===== src/rtl/uart_tx_pkg.sv =====
// Shared types and constants for the UART transmit frame controller.
// The state encodings are shared so that benches and debug logic decode them the same way.
package uart_tx_pkg;

  typedef enum logic [2:0] {
    ST_IDLE   = 3'd0,
    ST_START  = 3'd1,
    ST_DATA   = 3'd2,
    ST_PARITY = 3'd3,
    ST_STOP   = 3'd4
  } tx_state_e;

  localparam logic PAR_EVEN  = 1'b0;
  localparam logic PAR_ODD   = 1'b1;
  localparam logic LINE_IDLE = 1'b1;
  localparam logic START_BIT = 1'b0;

endpackage


===== src/rtl/uart_tx_ctrl_parity_calc.sv =====
// Combinational parity generator for one payload word.
// With par_typ_i = 0 the result gives even parity; with par_typ_i = 1 it gives odd parity.
module parity_calc #(
  parameter int DATA_WIDTH = 8
) (
  input  logic [DATA_WIDTH-1:0] data_i,
  input  logic                  par_typ_i,
  output logic                  par_bit_o
);

  assign par_bit_o = (^data_i) ^ par_typ_i;

endmodule


===== src/rtl/uart_tx_ctrl.sv =====
// UART TX frame controller: latches a byte, starts the external serializer, and sequences
// the frame START -> DATA -> [PARITY] -> STOP on TX_OUT, sending one bit per clock.
module uart_tx_ctrl
  import uart_tx_pkg::*;
#(
  parameter int DATA_WIDTH = 8
) (
  input  logic                  CLK,
  input  logic                  RST,
  input  logic [DATA_WIDTH-1:0] P_DATA,
  input  logic                  Data_Valid,
  input  logic                  PAR_EN,
  input  logic                  PAR_TYP,
  input  logic                  ser_done,
  input  logic                  ser_data,
  output logic                  ser_en,
  output logic [DATA_WIDTH-1:0] ser_pdata,
  output logic                  TX_OUT,
  output logic                  Busy
);

  tx_state_e             state_q, state_d;
  logic [DATA_WIDTH-1:0] data_q, data_d;
  logic                  par_en_q, par_en_d;
  logic                  par_bit_q, par_bit_d;
  logic                  par_bit_in;
  logic                  accept;

  // Parity is taken from the incoming byte so that it is ready in the same edge as the latch.
  parity_calc #(.DATA_WIDTH(DATA_WIDTH)) u_parity (
    .data_i    (P_DATA),
    .par_typ_i (PAR_TYP),
    .par_bit_o (par_bit_in)
  );

  always_comb begin
    state_d   = state_q;
    data_d    = data_q;
    par_en_d  = par_en_q;
    par_bit_d = par_bit_q;
    accept    = 1'b0;
    case (state_q)
      ST_IDLE:   accept = Data_Valid;
      ST_START:  state_d = ST_DATA;
      ST_DATA:   if (ser_done) state_d = par_en_q ? ST_PARITY : ST_STOP;
      ST_PARITY: state_d = ST_STOP;
      ST_STOP: begin
        accept  = Data_Valid;
        state_d = ST_IDLE;
      end
      default:   state_d = ST_IDLE;
    endcase
    if (accept) begin
      state_d   = ST_START;
      data_d    = P_DATA;
      par_en_d  = PAR_EN;
      par_bit_d = par_bit_in;
    end
  end

  always_ff @(posedge CLK) begin
    if (!RST) begin
      state_q   <= ST_IDLE;
      data_q    <= '0;
      par_en_q  <= 1'b0;
      par_bit_q <= 1'b0;
    end else begin
      state_q   <= state_d;
      data_q    <= data_d;
      par_en_q  <= par_en_d;
      par_bit_q <= par_bit_d;
    end
  end

  // The line outputs depend only on the state and registered values, never on
  // Data_Valid/P_DATA directly. ser_data comes from the serializer's own shift register.
  always_comb begin
    TX_OUT = LINE_IDLE;
    ser_en = 1'b0;
    case (state_q)
      ST_START: begin
        TX_OUT = START_BIT;
        ser_en = 1'b1;
      end
      ST_DATA:   TX_OUT = ser_data;
      ST_PARITY: TX_OUT = par_bit_q;
      default:   TX_OUT = LINE_IDLE;
    endcase
  end

  assign Busy      = (state_q != ST_IDLE);
  assign ser_pdata = data_q;

endmodule


===== config.mk =====
export PLATFORM = sky130hd
export DESIGN_NAME = uart_tx_ctrl
export DESIGN_NICKNAME = d
export VERILOG_FILES = /design/src/rtl/uart_tx_pkg.sv /design/src/rtl/uart_tx_ctrl_parity_calc.sv /design/src/rtl/uart_tx_ctrl.sv
export SDC_FILE = /design/constraint.sdc
export NUM_CORES = 1
export LEC_CHECK = 0
export BUFFER_PORTS_ARGS = -buffer_cell sky130_fd_sc_hd__buf_2
export CAP_MARGIN = 15
export CORE_MARGIN = 4
export CORE_UTILIZATION = 44
export DETAILED_ROUTE_END_ITERATION = 8
export PLACE_DENSITY = 0.82
export SLEW_MARGIN = 40
export SYNTH_ARGS = -nofsm -noshare
export SYNTH_HDL_FRONTEND = slang
export SYNTH_SLANG_ARGS = --single-unit

===== constraint.sdc =====
create_clock -name CLK -period 1.4 [get_ports CLK]
set_input_delay 0.21 -clock CLK [delete_from_list [all_inputs] [get_ports CLK]]
set_output_delay 0.21 -clock CLK [all_outputs]
set_load 0.005 [all_outputs]

==> results.sh <==
export IMPL_status="finished clean"
export IMPL_cp_common_cell="buf_6"
export IMPL_drc_errors=0
export IMPL_p_leak_uw=0.000371
export IMPL_worstPathArrival_ns=1.18
export IMPL_syn_cell_area_um2=612
export IMPL_routed_via_density=5.11
export IMPL_tns_ns=0
export IMPL_place_gp_congestion=0.708
export IMPL_post_route_period_util_pct=98.9
export IMPL_synth_largest_area_cell="dfxtp_1"
export IMPL_numPortBuffers=25
export IMPL_rows=13
export IMPL_cp_max_fo=5
export IMPL_skew_ns=0.000948
export IMPL_rsz0062_at_grt="true"
export IMPL_wirelength_mm=1.30
export IMPL_synth_seq_area_share_pct=42.5
export IMPL_synth_common_cells="21 x nand2_1, 13 x dfxtp_1, 10 x a21boi_0, 4 x nor3_1, 4 x xnor2_1"
export IMPL_synth_compound_area_share_pct=16.6
export IMPL_grt_pass1_vias=546
export IMPL_clk_latency_ns=0.27
export IMPL_ios=26
export IMPL_cts_buffers=3
export IMPL_critPathKind="reg2out"
export IMPL_final_min_clock_period_ns=1.39
export IMPL_overflow=0
export IMPL_grt_usage_pct=14.8
export IMPL_synthSimpleGateAreaFrac_pct=26.6
export IMPL_synth_mux_area_share_pct=0
export IMPL_max_stage_delay_ns=0.39
export IMPL_final_hold_viol_count=0
export IMPL_synthDistinctLibCells=21
export IMPL_end_kind="output port"
export IMPL_core_area_um2=1300
export IMPL_synth_ff_type="dfxtp_1"
export IMPL_grt_max_degree=16
export IMPL_cts_max_path_buffers=2
export IMPL_first_iter_violations=4
export IMPL_slowest_stage="dfxtp_4"
export IMPL_synth_edff_count=0
export IMPL_dp_hpwl_um=989
export IMPL_ir_worst_vdd_mv=0.718
export IMPL_drive_gt1_share_pct=35.9
export IMPL_synth_top_family_by_area="simple AND/OR/NAND/NOR gates"
export IMPL_postRouteAntennaNets=0
export IMPL_synthXorXnorAreaFrac_pct=10.8
export IMPL_wl_per_cell_um=11.0
export IMPL_crit_required_ns=1.19
export IMPL_worst_setup_path_start_kind="flip-flop"
export IMPL_cts_htree_levels=1
export IMPL_syn_nets=88
export IMPL_clkSlewWorstSetupHoldPaths_ns=0.08
export IMPL_root_buffer="clkbuf_4"
export IMPL_min_path_type="in2reg"
export IMPL_hold_start="PAR_EN"
export IMPL_synth_top_area_share_pct=42.5
export IMPL_slew_headroom_pct=77.4
export IMPL_hold_end="par_en_q$_SDFFE_PN0P_"
export IMPL_tightest_slew_ns=0.338
export IMPL_r2r_start="state_q[1]$_SDFFE_PP0P_"
export IMPL_hold_buffers=0
export IMPL_vias=603
export IMPL_grt_pass1_wl_mm=2.15
export IMPL_antennaDiodeCount=0
export IMPL_synthMostInstantiatedCell="nand2_1"
export IMPL_maxCapViolCount=0
export IMPL_nNetsFinal=119
export IMPL_design_die_area_um2=2050
export IMPL_synth_seq_cells=13
export IMPL_dpl_cell_area_um2=749
export IMPL_initial_core_util_pct=47.0
export IMPL_powerDensity_nw_per_um2=992
export IMPL_rr_worst_depth=6
export IMPL_syn_to_final_growth_pct=35.2
export IMPL_netlist_instances=73
export IMPL_antenna_found_initial=0
export IMPL_yosys_top_cells_area="dfxtp_1 43%, nand2_1 13%, a21boi_0 12%"
export IMPL_slew_violations=0
export IMPL_synth_area_per_cell_um2=8.38
export IMPL_yosys_warnings=0
export IMPL_first_pass_iters=3
export IMPL_reg2reg_slack_ns=0.15
export IMPL_die_height_um=45.3
export IMPL_yosys_area_share_adder_pct=0
export IMPL_cts_sinks=13
export IMPL_crit_path_cell_trace="clkinvlp_4, buf_6, and3_4, buf_6"
export IMPL_setup_viol=0
export IMPL_stdcell_area_um2=827
export IMPL_chipWidth_um=45.3
export IMPL_async_reset_ff_share_pct=0
export IMPL_min_path_cells=3
export IMPL_cts_tree="done"
export IMPL_fmax_mhz=722
export IMPL_r2r_end="par_bit_q$_SDFFE_PN0P_"
[cells in the final DEF (no fill, tap or decap)]
cell / Yosys / routed
clkinvlp_4: 0 / 1
a21boi_0: 10 / 9
buf_4: 0 / 3
o21ai_1: 0 / 1
nor2_1: 1 / 1
nor3_2: 0 / 1
buf_2: 2 / 24
nor3b_1: 3 / 3
xnor3_1: 1 / 1
dfxtp_1: 13 / 11
clkbuf_1: 1 / 1
dfxtp_2: 0 / 1
clkbuf_4: 0 / 3
or3_1: 1 / 1
nor2b_1: 1 / 1
nor3_1: 4 / 3
nand2_1: 21 / 21
o2111a_1: 1 / 1
dfxtp_4: 0 / 1
nand3_1: 1 / 1
nand4_1: 1 / 1
nand3b_1: 1 / 1
xnor2_1: 4 / 4
buf_6: 0 / 2
and3_4: 0 / 1
a21boi_1: 0 / 1
inv_1: 2 / 1
a21oi_1: 2 / 2
xor2_1: 1 / 1
[layout make-up]
class,instances,area [um2]
clock buffer,4,26.3
fill,129,474
inverter,2,11.3
multi-input combinational,55,340
sequential,13,265
tap,15,18.8
timing repair buffer,29,165
[critical path: cells and delay by family (launching register included)]
kind	cells	cell delay, ns
buffers and inverters	3	0.36
AND/OR/NAND/NOR	1	0.15
flip-flops	1	0.39
[registers in the layout, indices dropped and copies added, names as in the netlist]
name and cells:
par_bit_q 1, par_en_q 1, ser_pdata 8, state_q 3
[worst max path at each step]
stage | startpoint | to | slack [ns] | cells after the start
2_1_floorplan | state_q[0]$_SDFFE_PN0P_ | par_en_q$_SDFFE_PN0P_ | 0.31 | 5
3_3_place_gp | P_DATA[3] | par_bit_q$_SDFFE_PN0P_ | 0.19 | 5
3_5_place_dp | P_DATA[3] | par_bit_q$_SDFFE_PN0P_ | 0.16 | 5
4_1_cts | state_q[1]$_SDFFE_PP0P_ | TX_OUT | 0.01 | 4
5_1_grt | state_q[1]$_SDFFE_PP0P_ | ser_en | -0.04 | 4
6_report | state_q[1]$_SDFFE_PP0P_ | ser_en | 0.01 | 4
[metrics by stage]
step                total power, uW  hold slack [ns]  instances  setup slack, ns  util, %
global placement                579            0.448        111            0.187     57.6
global route                    874            0.181        118          -0.0366     63.6
detailed placement              583            0.455        111            0.164     57.6
floorplan                       518            0.355         73            0.310        -
finish                          821            0.180        118           0.0149     63.6
CTS                             810            0.179        115           0.0115     60.0
[power breakdown]
part / switching (uW) / internal, uW / total [uW]
sequential: 18.7 / 396 / 415
combinational: 79.0 / 96.2 / 175
clock: 120 / 110 / 231
total: 218 / 603 / 821
[layer usage]
layer | part of all wire (%) | vias up | track usage, % | wire, um
met2 | 50 | 16 | 25.1 | 649
met4 | 2.4 | 0 | 11.1 | 31
met3 | 4.7 | 4 | 3.98 | 61
li1 | - | 306 | - | -
met1 | 43 | 277 | 15.4 | 554
met5 | 0 | - | 0 | 0
[kinds of logic after synthesis]
| logic type | Yosys count |
|---|---|
| flops | 13 |
| buf+inv | 5 |
| simple gates | 35 |
| xor+xnor | 6 |
| compound gates | 14 |
[repair_timing]
item | CTS | global route
buffers inserted | 0 | 3
pin swaps | 0 | 1
endpoints found under the setup margin | 1 | 1
gates resized for setup | 3 | 7
Note: power is estimated with default switching activity, not from simulation.
